`src/rtl/dot_product_sequencer.sv`:
```
// Sequencer that drives the 16-bit ALU to compute one dot product sum(A[i][k]*B[k][j]).
// Each element reads A, then B, then issues MUL, then ADD, then accumulates the ALU result.
//
// state  | meaning
// IDLE   | waiting for start; a len=0 start completes here with a zero result
// RDA    | read A[k] at ptr_a
// RDB    | read B[k] at ptr_b, capture A[k]
// WAITB  | capture B[k]
// MUL    | issue opA*opB to the ALU
// ADD    | issue product+acc to the ALU
// ACC    | take the sum into acc, advance pointers; on the last k report result
module dot_product_sequencer #(
    parameter int AW = 8,
    parameter int DW = 16
) (
    input  logic          clk,
    input  logic          rst,
    input  logic          start,
    input  logic [AW-1:0] len,
    input  logic [AW-1:0] base_a,
    input  logic [AW-1:0] base_b,
    input  logic [AW-1:0] stride_b,
    output logic [AW-1:0] mem_addr,
    output logic          mem_rd,
    input  logic [DW-1:0] mem_rdata,
    output logic [DW-1:0] alu_in1,
    output logic [DW-1:0] alu_in2,
    output logic [1:0]    alu_control,
    input  logic [DW-1:0] alu_out,
    input  logic          alu_zflag,
    output logic          busy,
    output logic          done,
    output logic [DW-1:0] result,
    output logic          zero
);

    typedef enum logic [2:0] {
        S_IDLE  = 3'd0,
        S_RDA   = 3'd1,
        S_RDB   = 3'd2,
        S_WAITB = 3'd3,
        S_MUL   = 3'd4,
        S_ADD   = 3'd5,
        S_ACC   = 3'd6
    } state_t;

    localparam logic [1:0]    OP_NOP = 2'b00;
    localparam logic [1:0]    OP_MUL = 2'b01;
    localparam logic [1:0]    OP_ADD = 2'b10;
    localparam logic [AW-1:0] ONE    = {{(AW-1){1'b0}}, 1'b1};

    state_t        r_state;
    state_t        w_next;
    logic [AW-1:0] r_len;
    logic [AW-1:0] r_stride_b;
    logic [AW-1:0] r_ptr_a;
    logic [AW-1:0] r_ptr_b;
    logic [AW-1:0] r_k;
    logic [DW-1:0] r_op_a;
    logic [DW-1:0] r_op_b;
    logic [DW-1:0] r_acc;
    logic [DW-1:0] r_result;
    logic          r_zero;
    logic          r_done;
    logic          w_start_run;
    logic          w_start_empty;
    logic          w_last;

    assign w_start_run   = (r_state == S_IDLE) && start && (len != '0);
    assign w_start_empty = (r_state == S_IDLE) && start && (len == '0);
    assign w_last        = (r_k == (r_len - ONE));

    always_ff @(posedge clk) begin
        if (rst) begin
            r_state <= S_IDLE;
        end else begin
            r_state <= w_next;
        end
    end

    always_comb begin
        w_next = r_state;
        case (r_state)
            S_IDLE:  w_next = w_start_run ? S_RDA : S_IDLE;
            S_RDA:   w_next = S_RDB;
            S_RDB:   w_next = S_WAITB;
            S_WAITB: w_next = S_MUL;
            S_MUL:   w_next = S_ADD;
            S_ADD:   w_next = S_ACC;
            S_ACC:   w_next = w_last ? S_IDLE : S_RDA;
            default: w_next = S_IDLE;
        endcase
    end

    always_comb begin
        mem_rd      = 1'b0;
        mem_addr    = '0;
        alu_in1     = '0;
        alu_in2     = '0;
        alu_control = OP_NOP;
        busy        = (r_state != S_IDLE);
        case (r_state)
            S_RDA: begin
                mem_rd   = 1'b1;
                mem_addr = r_ptr_a;
            end
            S_RDB: begin
                mem_rd   = 1'b1;
                mem_addr = r_ptr_b;
            end
            S_MUL: begin
                alu_in1     = r_op_a;
                alu_in2     = r_op_b;
                alu_control = OP_MUL;
            end
            // alu_out holds the product registered at the end of MUL
            S_ADD: begin
                alu_in1     = alu_out;
                alu_in2     = r_acc;
                alu_control = OP_ADD;
            end
            default: begin
                mem_rd = 1'b0;
            end
        endcase
    end

    always_ff @(posedge clk) begin
        if (rst) begin
            r_len      <= '0;
            r_stride_b <= '0;
            r_ptr_a    <= '0;
            r_ptr_b    <= '0;
            r_k        <= '0;
            r_op_a     <= '0;
            r_op_b     <= '0;
            r_acc      <= '0;
            r_result   <= '0;
            r_zero     <= 1'b0;
            r_done     <= 1'b0;
        end else begin
            r_done <= 1'b0;
            if (w_start_run) begin
                r_len      <= len;
                r_stride_b <= stride_b;
                r_ptr_a    <= base_a;
                r_ptr_b    <= base_b;
                r_k        <= '0;
                r_acc      <= '0;
            end
            if (w_start_empty) begin
                r_result <= '0;
                r_zero   <= 1'b1;
                r_done   <= 1'b1;
            end
            if (r_state == S_RDB) begin
                r_op_a <= mem_rdata;
            end
            if (r_state == S_WAITB) begin
                r_op_b <= mem_rdata;
            end
            if (r_state == S_ACC) begin
                r_acc   <= alu_out;
                r_ptr_a <= r_ptr_a + ONE;
                r_ptr_b <= r_ptr_b + r_stride_b;
                r_k     <= r_k + ONE;
                if (w_last) begin
                    r_result <= alu_out;
                    r_zero   <= alu_zflag;
                    r_done   <= 1'b1;
                end
            end
        end
    end

    assign done   = r_done;
    assign result = r_result;
    assign zero   = r_zero;

endmodule
```
`config.mk`:
```
export PLATFORM = sky130hd
export DESIGN_NAME = dot_product_sequencer
export DESIGN_NICKNAME = d
export VERILOG_FILES = /design/src/rtl/dot_product_sequencer.sv
export SDC_FILE = /design/constraint.sdc
export NUM_CORES = 1
export LEC_CHECK = 0
export CORE_MARGIN = 5
export CORE_UTILIZATION = 35
export DETAILED_ROUTE_END_ITERATION = 8
export DONT_BUFFER_PORTS = 1
export HOLD_SLACK_MARGIN = 0.03
export PLACE_DENSITY_LB_ADDON = 0.25
export RECOVER_POWER = 25
export SLEW_MARGIN = 20
export SYNTH_ARGS = -nofsm -noshare
export SYNTH_HDL_FRONTEND = slang
export SYNTH_SLANG_ARGS = --single-unit
```
`constraint.sdc`:
```
create_clock -name clk -period 3.17 [get_ports clk]
set_clock_uncertainty 0.15 [all_clocks]
set_input_delay 0.634 -clock clk [delete_from_list [all_inputs] [get_ports clk]]
set_output_delay 0.634 -clock clk [all_outputs]
set_load 0.02 [all_outputs]
```
# Yosys cells after proc, flatten, opt, wreduce, memory -nomap -nowiden
# Index checks and enable logic that the tools add are counted.
# classes
muxes	25
reduce_logical	9
eq_ne	7
n_addsub	4
# op_table
operator	count
$mux W16	5
$pmux W16 S2	2
$mux W8	6
$pmux W3 S7	1
$add A8 B1 Y8 const B	2
$pmux W8 S2	1
$eq A3 B3 Y1 const B	3
$mux W1	9
$add A8 B8 Y8	1
$eq A8 B8 Y1	1
$logic_not A8 Y1	1
$reduce_bool A8 Y1	1
$sub A8 B1 Y8 const B	1
$eq A3 B2 Y1 const B	2
$pmux W2 S2	1
$eq A3 B1 Y1 const B	1
$logic_and A1 B1 Y1	3
$logic_not A3 Y1	1
$reduce_bool A3 Y1	1
$reduce_bool A2 Y1	1
$reduce_or A2 Y1	1
# word_totals
register_bits	109
inputBits	68
output_inout_bits	62
elab_cells	57

# Depth between registers and ports, before layout
# depth
word_depth	6
ltp_mapped	11
depth_no_buf	9

# Worst setup path before layout
# No wires, ideal clock.
# synth_path
path_kind	flip-flop to output port
from	register r_state[0]
to	output port alu_in1[0]
t_arrival_ns	1.901
path_stages_with_launch	8
n_path_buf	4
t_required_ns	2.386
path_slack_ns	0.485
cell_sequence	dfxtp_1 > buf_2 > nor2b_1 > clkbuf_1 > and2_1 > clkbuf_1 > clkbuf_1 > a22o_1
# synth_between
elab_chain_len	2
# synth_lines
item	line_no	rtl
from (decl)	52	state_t r_state;
from (signal assigned)	77	r_state <= w_next;
$eq A3 B3 Y1	102	case (r_state)
$pmux W16 S2 (*)	102	
to (decl)	26	output logic [DW-1:0] alu_in1,
# Every way passes the cells marked *; elsewhere a longest branch is shown, timed or not.

# Worst setup path after layout
# Ends and elaborated chain as after synthesis.

==> impl_metrics.tcl <==
set metrics [dict create \
    start_kind "register" \
    maxSlewViolCount 0 \
    reg2reg_from "r_state[1]" \
    cts.repair.resized 0 \
    ios 130 \
    power_w 0.003188 \
    overflow 0 \
    reg2regPathDepth 7 \
    ir_drop_mv 0.5625 \
    period_minus_slack_ps 2971 \
    finalHoldViolCount 0 \
    ys_ff_latch 109 \
    syn_to_final_growth_pct 8.541 \
    yosysWarnings 0 \
    rows 45 \
    track_usage 0.1717 \
    path_max_fanout 33 \
    initial_core_util 0.3534 \
    synth-async-reset-ratio 0 \
    firstDrtPassIters 6 \
    via_per_inst 5.487 \
    grt_setup_unrepaired "false" \
    num_vias 4571 \
    drc 0 \
    grt_pass1_vias 4410 \
    cts.hold.buffers_added 0 \
    max_cap_viol_count 0 \
    grt_antenna_before_repair 0 \
    maxSlewHeadroom 0.3000 \
    synth_edf_count 0 \
    most-common-layout-cells "nand2_1 (146), dfxtp_1 (109), a21oi_1 (87)" \
    clock_path_buffers 2 \
    synth_area_um2 5333 \
    path_clk_slew_ps 70 \
    post-dp-hpwl_mm 10.92 \
    whs_ps 200.0 \
    drt_iter0_markers 269 \
    core_um2 15090 \
    syn_inst 663 \
    p_leak_nw 2.196 \
    cp-endpoint "alu_in1[0]" \
    ys_seq_area_frac 0.4092 \
    synth_flop_cell "dfxtp_1" \
    wirelength_mm 15.70 \
    synth_area_per_cell_um2 8.043 \
    insertion_delay_ps 350 \
    n_antenna_cell 0 \
    detail_route.wl_per_cell_um 18.84 \
    antenna_left 0 \
    power.density_nw_per_um2 550.8 \
    path_class "reg -> out" \
    end_kind "primary output" \
    cp.required_ps 2390 \
    layout_commonest_cell "nand2_1" \
    final_nets 719 \
    fmax_ghz 0.3366 \
    yosysUniqueCellTypes 61 \
    min_path_type "in -> reg" \
    grt_pass1_wl_mm 24.41 \
    r2r_slack_ps 410 \
    seqCellArea_um2 2182 \
    status "finished clean" \
    gp_congestion 0.8403 \
    fin_crit_sh 0.9372 \
    root_buffer "clkbuf_16" \
    cts_made_buffers 9 \
    port_buffers 0 \
    die_w_um 133.4 \
    tns_ps 0 \
    post-cts-setup-buffers 0 \
    cts_tree "done" \
    report.final.setup_viol 0 \
    multi_input_area_um2 2912 \
    grt_max_degree 112 \
    dieArea_um2 17800 \
    cts.sinks 109 \
    crit_start "r_state[0]" \
    nFillCells 1596 \
    worstPathArrival_ps 2190 \
    layout-drive-gt1-share 0.08217 \
    fp.dieH_um 133.4 \
    reg2reg_to "r_ptr_a[4]" \
    cts.htree.levels 3 \
    synth.net_count 742 \
    tightestPinTransition_ps 1049 \
]
[kinds of logic after synthesis]
kind of cell | Yosys count | synth area share
AOI/OAI and AO/OA | 171 | 0.2060
xor gates and xnor gates | 14 | 0.02299
adders and majority gates | 11 | 0.02722
buffers and inverters | 58 | 0.04740
DFF | 109 | 0.4092
muxes | 17 | 0.03214
and+or+nand+nor | 283 | 0.2550
[power by group]
part	leakage (nW)	internal [W]	switching, W	total (W)
Sequential	0.884	0.00144	0.0000805	0.00152
Combinational	1.17	0.000182	0.000309	0.000491
Clock	0.141	0.000639	0.000535	0.00117
[flip-flops by register name, summed over array words and instances, names as in the netlist, 16 cells and up]
register / count
r_op_a: 16
result: 16
r_acc: 16
r_op_b: 16
[routing by layer]
| metal | GRT usage | vias up | share of wire |
|---|---|---|---|
| met2 | 0.2960 | 135 | 0.49 |
| li1 | - | 2249 | - |
| met5 | 0 | - | 0 |
| met1 | 0.2114 | 2179 | 0.43 |
| met4 | 0.03257 | 0 | 0.0072 |
| met3 | 0.05665 | 8 | 0.072 |
[critical path: stages (launching register included)]
cell,delay [ps]
dfxtp_1,550
nor2b_1,200
buf_4,180
and2_1,130
buf_4,390
a22o_1,230
buf_4,150
[through the flow]
step / worst slack, ps / instances / utilization / area [um^2]
2_1_floorplan: 484.9 / 663 / - / 5333
3_3_place_gp: 542.2 / 817 / 0.3637 / 5488
3_5_place_dp: 467.5 / 817 / 0.3637 / 5488
4_1_cts: 162.2 / 833 / 0.3842 / 5797
5_1_grt: 30.76 / 833 / 0.3836 / 5788
6_report: 199.0 / 833 / 0.3836 / 5788
[area by class of cell]
type	count	share of cell area
clock buffers	10	0.04129
clock inverters	6	0.01211
inverters	7	0.004540
multi-input cells	496	0.5030
flip-flops and latches	109	0.3770
well taps	188	0.04064
repair buffers	17	0.02140
[worst min path at each step]
stage,from,endpoint,slack [ps],depth (start not counted)
after global routing,rst,r_op_a[1],190,1
final,rst,r_op_a[1],200,1
after floorplan,r_op_a[0],r_op_a[0],290,2
after global placement,r_op_b[6],r_op_b[6],290,2
after detailed placement,r_op_b[0],r_op_b[0],290,2
after CTS,rst,r_op_a[1],190,1
[Yosys cell counts (all sizes together), types with 3 or more instances]
| library cell | number | area share |
|---|---|---|
| a21oi | 87 | 0.082 |
| a22o | 32 | 0.053 |
| a22oi | 11 | 0.015 |
| a311oi | 3 | 0.0049 |
| a31oi | 7 | 0.011 |
| and2 | 3 | 0.0038 |
| and3 | 8 | 0.0096 |
| buf | 15 | 0.015 |
| clkbuf | 36 | 0.028 |
| dfxtp | 109 | 0.41 |
| ha | 10 | 0.023 |
| inv | 7 | 0.0049 |
| mux2i | 16 | 0.030 |
| nand2 | 147 | 0.10 |
| nand2b | 12 | 0.014 |
| nand3 | 24 | 0.023 |
| nand4 | 3 | 0.0063 |
| nor2 | 40 | 0.028 |
| nor2b | 6 | 0.0070 |
| nor3 | 11 | 0.010 |
| nor3b | 3 | 0.0042 |
| o21ai | 13 | 0.012 |
| or2b | 10 | 0.015 |
| or3 | 3 | 0.0035 |
| xnor2 | 5 | 0.0082 |
| xor2 | 9 | 0.015 |
(Power assumes the default switching activity.)
